--- src/rtl/sample_mem_pkg.sv ---
// Shared types and helpers for the sample memory: burst FSM states and parity.
package sample_mem_pkg;

   typedef enum logic [1:0] {
      BS_IDLE = 2'd0,
      BS_RUN  = 2'd1,
      BS_LAST = 2'd2
   } burst_state_e;

   localparam int unsigned PARITY_MAX_W = 64;

   // Even parity of a zero-extended word; zero extension does not change the result.
   function automatic logic even_parity(input logic [PARITY_MAX_W-1:0] d);
      return ^d;
   endfunction

endpackage

--- src/rtl/sample_mem_ram.sv ---
// Storage array: one write port, one registered write-first read port.
// Optional parity storage and check when SAMPLE_MEM_PARITY_EN is defined.
module sample_mem_ram
   import sample_mem_pkg::*;
#(
   parameter int unsigned DATA_W = 8,
   parameter int unsigned DEPTH  = 64,
   localparam int unsigned ADDR_W = $clog2(DEPTH)
) (
   input  logic              clk,
   input  logic              rst,
   input  logic              wr_en,
   input  logic [ADDR_W-1:0] wr_addr,
   input  logic [DATA_W-1:0] wr_data,
   input  logic              wr_perr_inj,
   input  logic              rd_en,
   input  logic [ADDR_W-1:0] rd_addr,
   output logic [DATA_W-1:0] rd_data,
   output logic              rd_perr
);

`ifdef SAMPLE_MEM_PARITY_EN
   localparam int unsigned WORD_W = DATA_W + 1;
`else
   localparam int unsigned WORD_W = DATA_W;
`endif

   logic [WORD_W-1:0] mem [DEPTH];
   logic [WORD_W-1:0] wr_word;
   logic [WORD_W-1:0] rd_word_c;
   logic              wr_ok;
   logic              rd_ok;
   logic              fwd_c;

`ifdef SAMPLE_MEM_PARITY_EN
   assign wr_word = {even_parity(PARITY_MAX_W'(wr_data)) ^ wr_perr_inj, wr_data};
`else
   logic unused_perr_inj;
   assign wr_word         = wr_data;
   assign unused_perr_inj = wr_perr_inj;
`endif

   assign wr_ok = (32'(wr_addr) < DEPTH);
   assign rd_ok = (32'(rd_addr) < DEPTH);
   assign fwd_c = wr_en && wr_ok && (wr_addr == rd_addr);

   // Write-first: a same-cycle write to the read address is forwarded.
   always_comb begin
      rd_word_c = '0;
      if (fwd_c) begin
         rd_word_c = wr_word;
      end else if (rd_ok) begin
         rd_word_c = mem[rd_addr];
      end
   end

   always_ff @(posedge clk) begin
      if (wr_en && wr_ok) begin
         mem[wr_addr] <= wr_word;
      end
   end

   always_ff @(posedge clk) begin
      if (rst) begin
         rd_data <= '0;
         rd_perr <= 1'b0;
      end else if (rd_en) begin
         rd_data <= rd_word_c[DATA_W-1:0];
`ifdef SAMPLE_MEM_PARITY_EN
         rd_perr <= even_parity(PARITY_MAX_W'(rd_word_c));
`else
         rd_perr <= 1'b0;
`endif
      end else begin
         rd_perr <= 1'b0;
      end
   end

endmodule

--- src/rtl/sample_mem.sv ---
// Sample memory with single-word reads and a sequential burst reader.
// Build option SAMPLE_MEM_PARITY_EN adds per-word even parity and rd_perr.
module sample_mem
   import sample_mem_pkg::*;
#(
   parameter int unsigned DATA_W = 8,
   parameter int unsigned DEPTH  = 64,
   localparam int unsigned ADDR_W = $clog2(DEPTH)
) (
   input  logic              clk,
   input  logic              rst,
   input  logic              wr_en,
   input  logic [ADDR_W-1:0] wr_addr,
   input  logic [DATA_W-1:0] wr_data,
   input  logic              wr_perr_inj,
   input  logic              rd_en,
   input  logic [ADDR_W-1:0] rd_addr,
   input  logic              burst_start,
   input  logic [ADDR_W-1:0] burst_base,
   input  logic [ADDR_W:0]   burst_len,
   input  logic              burst_hold,
   output logic [DATA_W-1:0] rd_data,
   output logic              rd_valid,
   output logic              rd_perr,
   output logic              burst_busy,
   output logic              burst_done
);

   burst_state_e      state_q, state_nx;
   logic [ADDR_W-1:0] base_q, base_nx;
   logic [ADDR_W-1:0] idx_q, idx_nx;
   logic [ADDR_W:0]   len_q, len_nx;
   logic [ADDR_W:0]   addr_sum_c;
   logic [ADDR_W-1:0] burst_addr_c;
   logic [ADDR_W-1:0] ram_rd_addr_c;
   logic              burst_rd_c;
   logic              last_word_c;
   logic              single_rd_c;
   logic              ram_rd_en_c;

   // Burst address (base + idx) modulo DEPTH, valid for non-power-of-two depths too.
   always_comb begin
      addr_sum_c = {1'b0, base_q} + {1'b0, idx_q};
      if (32'(addr_sum_c) >= DEPTH) begin
         addr_sum_c = addr_sum_c - (ADDR_W+1)'(DEPTH);
      end
      burst_addr_c = addr_sum_c[ADDR_W-1:0];
   end

   always_comb begin
      state_nx    = state_q;
      base_nx     = base_q;
      len_nx      = len_q;
      idx_nx      = idx_q;
      burst_rd_c  = 1'b0;
      last_word_c = 1'b0;
      case (state_q)
         BS_IDLE: begin
            if (burst_start && (burst_len != '0)) begin
               base_nx  = burst_base;
               len_nx   = burst_len;
               idx_nx   = '0;
               state_nx = BS_RUN;
            end
         end
         BS_RUN: begin
            if (!burst_hold) begin
               burst_rd_c = 1'b1;
               if ((ADDR_W+1)'(idx_q) == (len_q - (ADDR_W+1)'(1))) begin
                  last_word_c = 1'b1;
                  state_nx    = BS_LAST;
               end else begin
                  idx_nx = idx_q + ADDR_W'(1);
               end
            end
         end
         BS_LAST: begin
            idx_nx   = '0;
            state_nx = BS_IDLE;
         end
         default: begin
            state_nx = BS_IDLE;
         end
      endcase
      single_rd_c   = rd_en && (state_q == BS_IDLE);
      ram_rd_en_c   = burst_rd_c || single_rd_c;
      ram_rd_addr_c = burst_rd_c ? burst_addr_c : rd_addr;
   end

   always_ff @(posedge clk) begin
      if (rst) begin
         state_q    <= BS_IDLE;
         base_q     <= '0;
         len_q      <= '0;
         idx_q      <= '0;
         rd_valid   <= 1'b0;
         burst_busy <= 1'b0;
         burst_done <= 1'b0;
      end else begin
         state_q    <= state_nx;
         base_q     <= base_nx;
         len_q      <= len_nx;
         idx_q      <= idx_nx;
         rd_valid   <= ram_rd_en_c;
         burst_busy <= (state_nx != BS_IDLE);
         burst_done <= last_word_c;
      end
   end

   sample_mem_ram #(
      .DATA_W (DATA_W),
      .DEPTH  (DEPTH)
   ) u_ram (
      .clk         (clk),
      .rst         (rst),
      .wr_en       (wr_en),
      .wr_addr     (wr_addr),
      .wr_data     (wr_data),
      .wr_perr_inj (wr_perr_inj),
      .rd_en       (ram_rd_en_c),
      .rd_addr     (ram_rd_addr_c),
      .rd_data     (rd_data),
      .rd_perr     (rd_perr)
   );

endmodule

--- config.mk ---
export PLATFORM = sky130hd
export DESIGN_NAME = sample_mem
export DESIGN_NICKNAME = d
export VERILOG_FILES = /design/src/rtl/sample_mem_pkg.sv /design/src/rtl/sample_mem_ram.sv /design/src/rtl/sample_mem.sv
export SDC_FILE = /design/constraint.sdc
export NUM_CORES = 1
export LEC_CHECK = 0
export CORE_MARGIN = 5
export CORE_UTILIZATION = 50
export CTS_CLUSTER_DIAMETER = 120
export DETAILED_ROUTE_END_ITERATION = 10
export GPL_TIMING_DRIVEN = 0
export PLACE_DENSITY = 0.76
export SLEW_MARGIN = 15
export SYNTH_ARGS = -nofsm -noshare
export SYNTH_HDL_FRONTEND = slang
export SYNTH_HIERARCHICAL = 1
export SYNTH_SLANG_ARGS = --single-unit
--- constraint.sdc ---
create_clock -name clk -period 10 [get_ports clk]
set_input_delay 2 -clock clk [delete_from_list [all_inputs] [get_ports clk]]
set_output_delay 2 -clock clk [all_outputs]
set_load 0.02 [all_outputs]
Yosys cells after proc, flatten, opt, wreduce, memory -nomap -nowiden
Memory sizes are Yosys's and may differ from the RTL's. A register that Yosys moved wholly into a read port is not among the register bits.
Cells that the tools add are included.
{"block": "classes", "addsub": 4, "n_lt_le_gt_ge": 1, "eq_ne": 6, "n_mux": 15, "bitwise": 1, "n_reduce_logical": 10}
{"cell": "$mux 6", "n": 5}
{"cell": "$pmux 6 s3", "n": 1}
{"cell": "$add 6x6->7", "n": 1}
{"cell": "$eq 6x7->1", "n": 1}
{"cell": "$ge 7x7->1 const B", "n": 1}
{"cell": "$reduce_bool 7->1", "n": 1}
{"cell": "$sub 7x1->7 const B", "n": 1}
{"cell": "$add 6x1->6 const B", "n": 1}
{"cell": "$mux 2", "n": 3}
{"cell": "$ne 2x2->1 const B", "n": 3}
{"cell": "$sub 6x1->6 const B", "n": 1}
{"cell": "$mux 1", "n": 5}
{"cell": "$pmux 2 s2", "n": 1}
{"cell": "$reduce_and 4->1", "n": 1}
{"cell": "$reduce_bool 3->1", "n": 1}
{"cell": "$reduce_or 3->1", "n": 1}
{"cell": "$eq 2x1->1 const B", "n": 1}
{"cell": "$eq 2x2->1 const B", "n": 1}
{"cell": "$logic_and 1x1->1", "n": 2}
{"cell": "$logic_not 2->1", "n": 1}
{"cell": "$reduce_and 2->1", "n": 1}
{"cell": "$reduce_bool 2->1", "n": 1}
{"cell": "$logic_or 1x1->1", "n": 1}
{"cell": "$not 1->1", "n": 1}
{"block": "totals", "regBits": 24, "ramBits": 512, "input_bits": 40, "output_inout_bits": 12, "word_cells": 45, "memories": 1}
{"memory": "u_ram.mem", "words": 64, "word_bits": 8, "read_ports": 1, "rd_ports_with_merged_regs": 1, "wr": 1, "line": "sample_mem_ram.sv:28", "rtl": "logic [WORD_W-1:0] mem [DEPTH];"}

Depth between registers and ports, before layout
Gate-level depths: netlist of the first run.
{"block": "depth", "word_depth": 6, "depth_mapped": 15, "depth_no_buf": 13}

Cells and area by module
The synthesis of the first run kept the hierarchy.
{"module": "sample_mem_ram", "n_inst": 1, "cells_per_inst": 982, "area_each_um2": 20355.8, "seq_area_each_um2": 15534.9}
{"module": "sample_mem", "n_inst": 1, "cells_per_inst": 161, "area_each_um2": 1441.4, "seq_area_each_um2": 480.5}

Worst setup path after synthesis of the first run
No wires, ideal clock.
{"block": "synth_timing", "kind": "in2reg", "startpoint": "input burst_hold", "endpoint": "register u_ram.rd_data[3], read port of u_ram.mem", "setup_time_ps": 134, "arrival_ps": 4448, "required_time_ps": 9866, "slack_ps": 5418, "cell_stages": 12, "n_path_buf": 4, "path_cell_list": "nand2b_1 nand2b_1 clkbuf_1 nand2_1 o21ai_0 buf_4 buf_2 buf_2 mux4_2 a22o_1 a2111oi_0 a21oi_1"}
{"block": "synth_via", "elab_chain_cells": 3, "word_cells_on_any_way": 4, "classes_between": "3 x mux; 1 x reduce/logical"}
{"item": "from (decl)", "line": "sample_mem.sv:21", "rtl": "input logic burst_hold,"}
{"item": "$mux 1", "line": "sample_mem.sv:67", "rtl": "if (!burst_hold) begin"}
{"item": "$mux 1", "line": "sample_mem.sv:57", "rtl": "case (state_q)"}
{"item": "$mux 6", "line": "sample_mem.sv:87", "rtl": "ram_rd_addr_c = burst_rd_c ? burst_addr_c : rd_addr;"}
{"item": "net ram_rd_addr_c[2]", "line": "sample_mem.sv:35", "rtl": "logic [ADDR_W-1:0] ram_rd_addr_c;"}
{"item": "to (decl)", "line": "sample_mem_ram.sv:18", "rtl": "output logic [DATA_W-1:0] rd_data,"}
The timed path passes the listed nets, and every way through them passes these cells.
A chain may end at the register's enable or synchronous reset.

Final worst setup path of the first run
{"block": "layout_timing", "startpoint": "input burst_hold", "endpoint": "register u_ram.rd_data[6], read port of u_ram.mem"}
Same word-level chain as after synthesis.

==> impl_metrics.env, run 1 <==
export IMPL_power_density_mw_per_mm2=194
export IMPL_floorplan_io_pins=52
export IMPL_hold_path_depth=2
export IMPL_antenna_found_initial=0
export IMPL_rsz0062_at_grt="no"
export IMPL_synth_sequential_area_ratio_pct=73.5
export IMPL_start_util_pct=50.6
export IMPL_ctsRootBufferMaster="sky130_fd_sc_hd__clkbuf_16"
export IMPL_met3RoutedLength_microns=4960
export IMPL_yosys_cell_types_count=57
export IMPL_clock_path_buffers=3
export IMPL_postSynth_asyncResetShare_pct=0
export IMPL_yosys_warnings=6
export IMPL_synth_main_ff_cell="sky130_fd_sc_hd__edfxtp_1"
export IMPL_final_setup_tns_ns=0
export IMPL_number_of_enable_type_register_cells_in_the_synthesized_netlist=512
export IMPL_timing_worst_slew_pin_value_ns=1.10
export IMPL_routedWlPerCell_microns=26.0
export IMPL_run_status="finished clean"
export IMPL_arrival_ns=6.47
export IMPL_drive_above_1_share_pct=20.2
export IMPL_worst_max_slew_margin_expressed_relative_to_the_limit_pct=26.1
export IMPL_worst_r2r_startpoint="idx_q[0]"
export IMPL_diodes=0
export IMPL_netlist_instances=1143
export IMPL_cp_start_kind="primary input"
export IMPL_die_w_microns=219
export IMPL_placement_setup_worst_slack_ns=3.49
export IMPL_kind_of_end_point_of_the_critical_path="flop"
export IMPL_postCtsSetupRepairBufs=0
export IMPL_globalRouteTotalUtil_pct=20.5
export IMPL_die_height_microns=219
export IMPL_max_cap_viol_count=0
export IMPL_vias=11500
export IMPL_most_common_layout_cells="sky130_fd_sc_hd__edfxtp_1, sky130_fd_sc_hd__mux4_2, sky130_fd_sc_hd__nor2_1"
export IMPL_remaining_drc_errors=0
export IMPL_slew_viol_final=0
export IMPL_cts_buffers=53
export IMPL_worst_r2r_path_depth=13
export IMPL_drt_antenna_violating_nets=0
export IMPL_irDropWorstVdd_uv=136
export IMPL_clock_tree_from_tritoncts="done"
export IMPL_clk_latency_ns=0.60
export IMPL_stdcell_count=1875
export IMPL_worstHoldStart="base_q[0]"
export IMPL_most_common_library_cell_in_the_layout_ignoring_fill_and_taps="sky130_fd_sc_hd__edfxtp_1"
export IMPL_crit_required_ns=10.46
export IMPL_first_iter_violations=1483
export IMPL_postSynthRegisterBits=544
export IMPL_power_leakage_uw=0.00785
export IMPL_via_count_of_the_first_global_routing_pass=11600
export IMPL_placement_io_buffers=45
export IMPL_post_cts_resize_count=0
export IMPL_layout_min_cycle_time_ns=6.02
export IMPL_grt_first_pass_wirelength_microns=72900
export IMPL_cts_hold_repair_buffers=0
export IMPL_placed_cells=1781
export IMPL_setup_reg_to_reg_worst_slack_ns=5.01
export IMPL_syn_area_per_cell_sq_um=19.1
export IMPL_nets=1299
export IMPL_core_footprint_sq_mm=0.0431
export IMPL_worst_setup_hold_path_clk_slew_ns=0.06
export IMPL_synthToLayoutAreaGrowth_pct=13.5
export IMPL_detailed_place_hpwl_microns=31800
export IMPL_rows=76
export IMPL_hold_path_end="base_q[0]"
export IMPL_report_final_setup_viol=0
export IMPL_highest_layer="met4"
export IMPL_wl_met1_microns=19500
export IMPL_crit_reg2reg_capture="u_ram/rd_data[6]"
export IMPL_h_tree_depth=2
export IMPL_fin_skew_ns=0.0238
export IMPL_avgViaCountPerCell=6.13
export IMPL_detailroute_wirelength_met2_microns=22800
export IMPL_clkSinkCount=544
export IMPL_mappedNetlistArea_sq_mm=0.0218
export IMPL_filler_cell_count=3121
export IMPL_hold_violations=0
export IMPL_grt_start_max_net_pins=50
export IMPL_drt_total_wl_microns=48800
export IMPL_hold_path_class="reg -> reg"
export IMPL_worstSetupPathType="in -> reg"
export IMPL_hold_slack_ns=0.516
export IMPL_syn_num_nets=1191
export IMPL_max_clock_freq_mhz=166
export IMPL_gp_congestion=0.889
export IMPL_layout_worst_path_cycle_share_pct=60.2
export IMPL_grt_overflow_total=0
export IMPL_fin_util_pct=57.4
export IMPL_drt_pass1_iter_count=6
export IMPL_die_area_sq_mm=0.0479
export IMPL_critical_path_max_fanout=10
export IMPL_setup_slack_ns=3.98
worst max path at each step:
stage                          start               end  cells past startpoint
after floorplan           burst_hold  u_ram/rd_data[3]                     12
after global placement    burst_hold  u_ram/rd_data[4]                     13
after detailed placement  burst_hold  u_ram/rd_data[4]                     13
after CTS                 burst_hold  u_ram/rd_data[6]                     13
after global routing      burst_hold  u_ram/rd_data[6]                     13
final                     burst_hold  u_ram/rd_data[6]                     13
area by class of cell:
| type | instances | area, sq um | share of cell area (%) |
|---|---|---|---|
| multi-input cells | 517 | 5350 | 21.6 |
| plain buffers | 64 | 377 | 1.52 |
| inverters | 18 | 67.6 | 0.273 |
| flip-flops and latches | 544 | 16000 | 64.8 |
| clock buffers | 70 | 1390 | 5.62 |
| repair buffers | 53 | 578 | 2.34 |
| clock inverters | 24 | 224 | 0.906 |
| well taps | 585 | 732 | 2.96 |
critical path, stage by stage:
cell	delay, ns
sky130_fd_sc_hd__clkdlybuf4s50_1	0.43
sky130_fd_sc_hd__nand2b_1	0.18
sky130_fd_sc_hd__nand2b_1	0.23
sky130_fd_sc_hd__clkbuf_1	0.25
sky130_fd_sc_hd__o21ai_0	0.56
sky130_fd_sc_hd__buf_2	0.45
sky130_fd_sc_hd__buf_2	0.42
sky130_fd_sc_hd__clkbuf_1	0.66
sky130_fd_sc_hd__mux4_2	0.41
sky130_fd_sc_hd__a22oi_1	0.22
sky130_fd_sc_hd__nand2_1	0.09
sky130_fd_sc_hd__a22oi_1	0.41
sky130_fd_sc_hd__a21oi_1	0.13
state kept, by name (all words and copies together) (netlist names):
name,flops
u_ram/rd_data,8
len_q,7
rd_valid,1
idx_q,6
base_q,6
state_q,2
u_ram/mem,512
burst_done,1
burst_busy,1
cells in the mapped netlist (2+ instances only):
library cell / number / area, sq um
sky130_fd_sc_hd__inv_1: 18 / 67.6
sky130_fd_sc_hd__buf_2: 17 / 85.1
sky130_fd_sc_hd__a2111oi_0: 9 / 78.8
sky130_fd_sc_hd__and2_1: 3 / 18.8
sky130_fd_sc_hd__nor3b_1: 3 / 22.5
sky130_fd_sc_hd__nor4b_1: 2 / 17.5
sky130_fd_sc_hd__nand3b_1: 3 / 22.5
sky130_fd_sc_hd__o22ai_1: 8 / 50.1
sky130_fd_sc_hd__or3_1: 7 / 43.8
sky130_fd_sc_hd__buf_1: 3 / 11.3
sky130_fd_sc_hd__nand3_1: 7 / 35.0
sky130_fd_sc_hd__a21oi_1: 16 / 80.1
sky130_fd_sc_hd__nand4_1: 4 / 25.0
sky130_fd_sc_hd__a22oi_1: 54 / 405
sky130_fd_sc_hd__mux4_2: 128 / 2880
sky130_fd_sc_hd__buf_4: 7 / 52.6
sky130_fd_sc_hd__ha_1: 7 / 87.6
sky130_fd_sc_hd__nand2_1: 44 / 165
sky130_fd_sc_hd__xnor2_1: 13 / 114
sky130_fd_sc_hd__nor3_1: 8 / 40.0
sky130_fd_sc_hd__edfxtp_1: 512 / 15400
sky130_fd_sc_hd__a211o_1: 6 / 52.6
sky130_fd_sc_hd__a22o_1: 7 / 61.3
sky130_fd_sc_hd__nor2_1: 102 / 383
sky130_fd_sc_hd__dfxtp_1: 32 / 641
sky130_fd_sc_hd__a2111oi_2: 2 / 30.0
sky130_fd_sc_hd__nor4b_2: 2 / 30.0
sky130_fd_sc_hd__o21bai_1: 2 / 15.0
sky130_fd_sc_hd__xor2_1: 6 / 52.6
sky130_fd_sc_hd__buf_12: 2 / 40.0
sky130_fd_sc_hd__a21o_1: 2 / 15.0
sky130_fd_sc_hd__clkbuf_1: 28 / 105
sky130_fd_sc_hd__o21ai_0: 9 / 45.0
sky130_fd_sc_hd__nor3_2: 2 / 20.0
sky130_fd_sc_hd__buf_6: 6 / 67.6
sky130_fd_sc_hd__nor2b_1: 11 / 68.8
sky130_fd_sc_hd__nand2b_1: 5 / 31.3
sky130_fd_sc_hd__mux2i_1: 27 / 270
report_power, final:
group / switching, uW / internal, uW
combinational: 227 / 159
clock: 827 / 1050
sequential: 13.8 / 2510
cell families after synthesis:
| group | Yosys count | synth area share (%) |
|---|---|---|
| adder cells (fa/ha/maj) | 8 | 0.494 |
| AO/OA/AOI/OAI | 124 | 4.24 |
| buffers and inverters | 82 | 2.04 |
| AND/OR/NAND/NOR | 210 | 4.51 |
| multiplexers | 155 | 14.5 |
| flip-flops | 544 | 73.5 |
| other | 1 | 0.0172 |
| XOR/XNOR | 19 | 0.763 |
per-stage QoR:
stage / instance area, sq um / total power [uW]
CTS: 24700 / 4820
finish: 24700 / 4790
global route: 24700 / 4950
global placement: 23000 / 2940
floorplan: 21800 / 2800
detailed placement: 23100 / 2950
per-layer routing:
metal,up-vias,global-route usage (%)
met5,-,0
met3,112,3.86
li1,4851,-
met4,0,6.51
met2,646,32.2
met1,5876,29.8
Power figures use the tool's default switching activity.
==> inputs of run 2 (changes only) <==
--- a/config.mk
+++ b/config.mk
@@ -10,7 +10,7 @@
 export CTS_CLUSTER_DIAMETER = 120
 export DETAILED_ROUTE_END_ITERATION = 10
 export GPL_TIMING_DRIVEN = 0
-export PLACE_DENSITY = 0.76
+export PLACE_DENSITY = 0.78
 export SLEW_MARGIN = 15
 export SYNTH_ARGS = -nofsm -noshare
 export SYNTH_HDL_FRONTEND = slang
==> constraint.sdc (replaced) <==
create_clock -name clk -period 5.5 [get_ports clk]
set_input_delay 1.1 -clock clk [delete_from_list [all_inputs] [get_ports clk]]
set_output_delay 1.1 -clock clk [all_outputs]
set_load 0.02 [all_outputs]
==> impl_metrics.env, run 2 (same netlist as run 1, synthesis figures left out) <==
export IMPL_hold_path_class="reg -> reg"
export IMPL_worst_max_slew_margin_expressed_relative_to_the_limit_pct=36.0
export IMPL_clk_latency_ns=0.60
export IMPL_cts_hold_repair_buffers=0
export IMPL_cp_slowest_stage_delay_ns=0.60
export IMPL_die_height_microns=219
export IMPL_max_clock_freq_mhz=198
export IMPL_irDropWorstVdd_uv=287
export IMPL_final_setup_tns_ns=0
export IMPL_cp_start_kind="primary input"
export IMPL_floorplan_io_pins=52
export IMPL_cp_cell_sequence="clkdlybuf4s50_1 -> nand2b_1 -> nand2b_1 -> clkbuf_1 -> o21ai_0 -> buf_2 -> buf_2 -> clkbuf_1 -> mux4_2 -> a22oi_1 -> nand2_1 -> a22oi_1 -> a21oi_1"
export IMPL_drive_above_1_share_pct=20.2
export IMPL_grt_start_max_net_pins=42
export IMPL_critical_path_max_fanout=10
export IMPL_remaining_drc_errors=0
export IMPL_diodes=0
export IMPL_drt_antenna_violating_nets=0
export IMPL_layout_min_cycle_time_ns=5.05
export IMPL_globalRouteTotalUtil_pct=20.6
export IMPL_arrival_ns=5.51
export IMPL_vias=11600
export IMPL_kind_of_end_point_of_the_critical_path="flop"
export IMPL_detailed_place_hpwl_microns=31900
export IMPL_cp_buffers_inverters=5
export IMPL_post_cts_resize_count=0
export IMPL_ctsRootBufferMaster="sky130_fd_sc_hd__clkbuf_16"
export IMPL_hold_violations=0
export IMPL_drt_total_wl_microns=49000
export IMPL_fin_skew_ns=0.0160
export IMPL_grt_overflow_total=0
export IMPL_hold_slack_ns=0.503
export IMPL_area_taken_by_multi_input_logic_gates_sq_mm=0.00535
export IMPL_drt_pass1_iter_count=6
export IMPL_synthToLayoutAreaGrowth_pct=13.6
export IMPL_power_leakage_uw=0.00785
export IMPL_clkSinkCount=544
export IMPL_sequential_standard_cell_area_sq_mm=0.0160
export IMPL_rsz0062_at_grt="no"
export IMPL_via_count_of_the_first_global_routing_pass=11500
export IMPL_grt_first_pass_wirelength_microns=73200
export IMPL_h_tree_depth=2
export IMPL_die_w_microns=219
export IMPL_start_util_pct=50.6
export IMPL_crit_required_ns=5.96
export IMPL_gp_congestion=0.947
export IMPL_cts_buffers=52
export IMPL_report_final_setup_viol=0
export IMPL_postCtsSetupRepairBufs=0
export IMPL_largest_register_ff_count=512
export IMPL_routedWlPerCell_microns=26.1
export IMPL_placement_io_buffers=45
export IMPL_worst_setup_hold_path_clk_slew_ns=0.06
export IMPL_filler_cell_count=3094
export IMPL_clock_path_buffers=3
export IMPL_top_register="u_ram/mem"
export IMPL_max_cap_viol_count=0
export IMPL_power_density_mw_per_mm2=352
export IMPL_crit_slowest_cell="sky130_fd_sc_hd__clkbuf_1"
export IMPL_clock_tree_from_tritoncts="done"
export IMPL_core_footprint_sq_mm=0.0431
export IMPL_slew_viol_final=0
export IMPL_largest_delay_contributor_family_on_the_critical_path="buffers and inverters"
export IMPL_rows=76
export IMPL_regs_by_ff_count="u_ram/mem: 512 flops, u_ram/rd_data: 8 flops, len_q: 7 flops"
export IMPL_most_common_library_cell_in_the_layout_ignoring_fill_and_taps="sky130_fd_sc_hd__edfxtp_1"
export IMPL_avgViaCountPerCell=6.18
export IMPL_antenna_found_initial=1
export IMPL_layout_worst_path_cycle_share_pct=91.8
export IMPL_first_iter_violations=1589
export IMPL_run_status="finished clean"
export IMPL_nets=1298
export IMPL_worstSetupPathType="in -> reg"
export IMPL_most_common_layout_cells="sky130_fd_sc_hd__edfxtp_1, sky130_fd_sc_hd__mux4_2, sky130_fd_sc_hd__nor2_1"
export IMPL_timing_worst_slew_pin_value_ns=0.956
export IMPL_die_area_sq_mm=0.0479
==> run 2: cell types whose count changed in the layout (fill, tap and decap cells not counted) <==
cell	delta
sky130_fd_sc_hd__clkinvlp_2	-1
sky130_fd_sc_hd__buf_12	-1
sky130_fd_sc_hd__clkinv_2	-4
sky130_fd_sc_hd__buf_16	+1
sky130_fd_sc_hd__o21ai_1	+1
sky130_fd_sc_hd__inv_6	+1
sky130_fd_sc_hd__clkinv_1	+5
sky130_fd_sc_hd__clkinvlp_4	+3
sky130_fd_sc_hd__o21ai_0	-1
sky130_fd_sc_hd__inv_8	+1
sky130_fd_sc_hd__clkbuf_1	-5
==> run 2: layout make-up <==
class | count | area share, %
Sequential cell | 544 | 64.7
Multi-Input combinational cell | 517 | 21.6
Clock buffer | 65 | 5.54
Tap cell | 585 | 2.96
Timing Repair Buffer | 53 | 2.37
Buffer | 64 | 1.52
Clock inverter | 29 | 1.05
Inverter | 18 | 0.273
==> run 2: per-stage QoR <==
step                      instance area (sq um)  setup slack [ns]  instances  util (%)  power (uW)
after global placement                    23000           -0.0162       1773      53.3        5350
final                                     24800             0.452       1875      57.5        8720
after CTS                                 24800             0.524       1875      57.5        8770
after floorplan                           21800              1.82       1143         -        5090
after detailed placement                  23100           -0.0565       1781      53.7        5370
after global routing                      24800             0.316       1875      57.5        9020
==> run 2: final timing paths <==
kind | from | slack, ns | endpoint | cells past startpoint
setup / recovery | burst_hold | 0.45 | u_ram/rd_data[7] | 13
hold / removal | state_q[1] | 0.50 | burst_busy | 1
setup reg to reg | idx_q[0] | 0.80 | u_ram/rd_data[4] | 13
hold reg to reg | state_q[1] | 0.50 | burst_busy | 1
==> run 2: per-layer routing <==
metal  GRT usage (%)  part of all wire, %  up-vias
li1                -                    -     4860
met5               0                0.020        -
met4            5.44                  2.5        2
met3            5.48                   11      100
met1            29.5                   39     5903
met2            32.2                   47      729
==> run 2: power breakdown <==
| part | internal [uW] | switching (uW) | total [uW] |
|---|---|---|---|
| combinational | 289 | 416 | 705 |
| clock | 1920 | 1510 | 3430 |
| sequential | 4570 | 26.0 | 4590 |
| total | 6770 | 1950 | 8720 |
==> run 2: worst register-to-register path: stages (launching register included) <==
cell	delay (ns)
sky130_fd_sc_hd__dfxtp_1	0.49
sky130_fd_sc_hd__ha_1	0.23
sky130_fd_sc_hd__inv_1	0.06
sky130_fd_sc_hd__fa_1	0.39
sky130_fd_sc_hd__xor2_1	0.16
sky130_fd_sc_hd__o21ai_1	0.57
sky130_fd_sc_hd__buf_4	0.36
sky130_fd_sc_hd__buf_2	0.36
sky130_fd_sc_hd__buf_2	0.36
sky130_fd_sc_hd__mux4_2	0.35
sky130_fd_sc_hd__a22oi_1	0.28
sky130_fd_sc_hd__nand2_1	0.20
sky130_fd_sc_hd__a2111oi_0	0.64
sky130_fd_sc_hd__a21oi_1	0.13
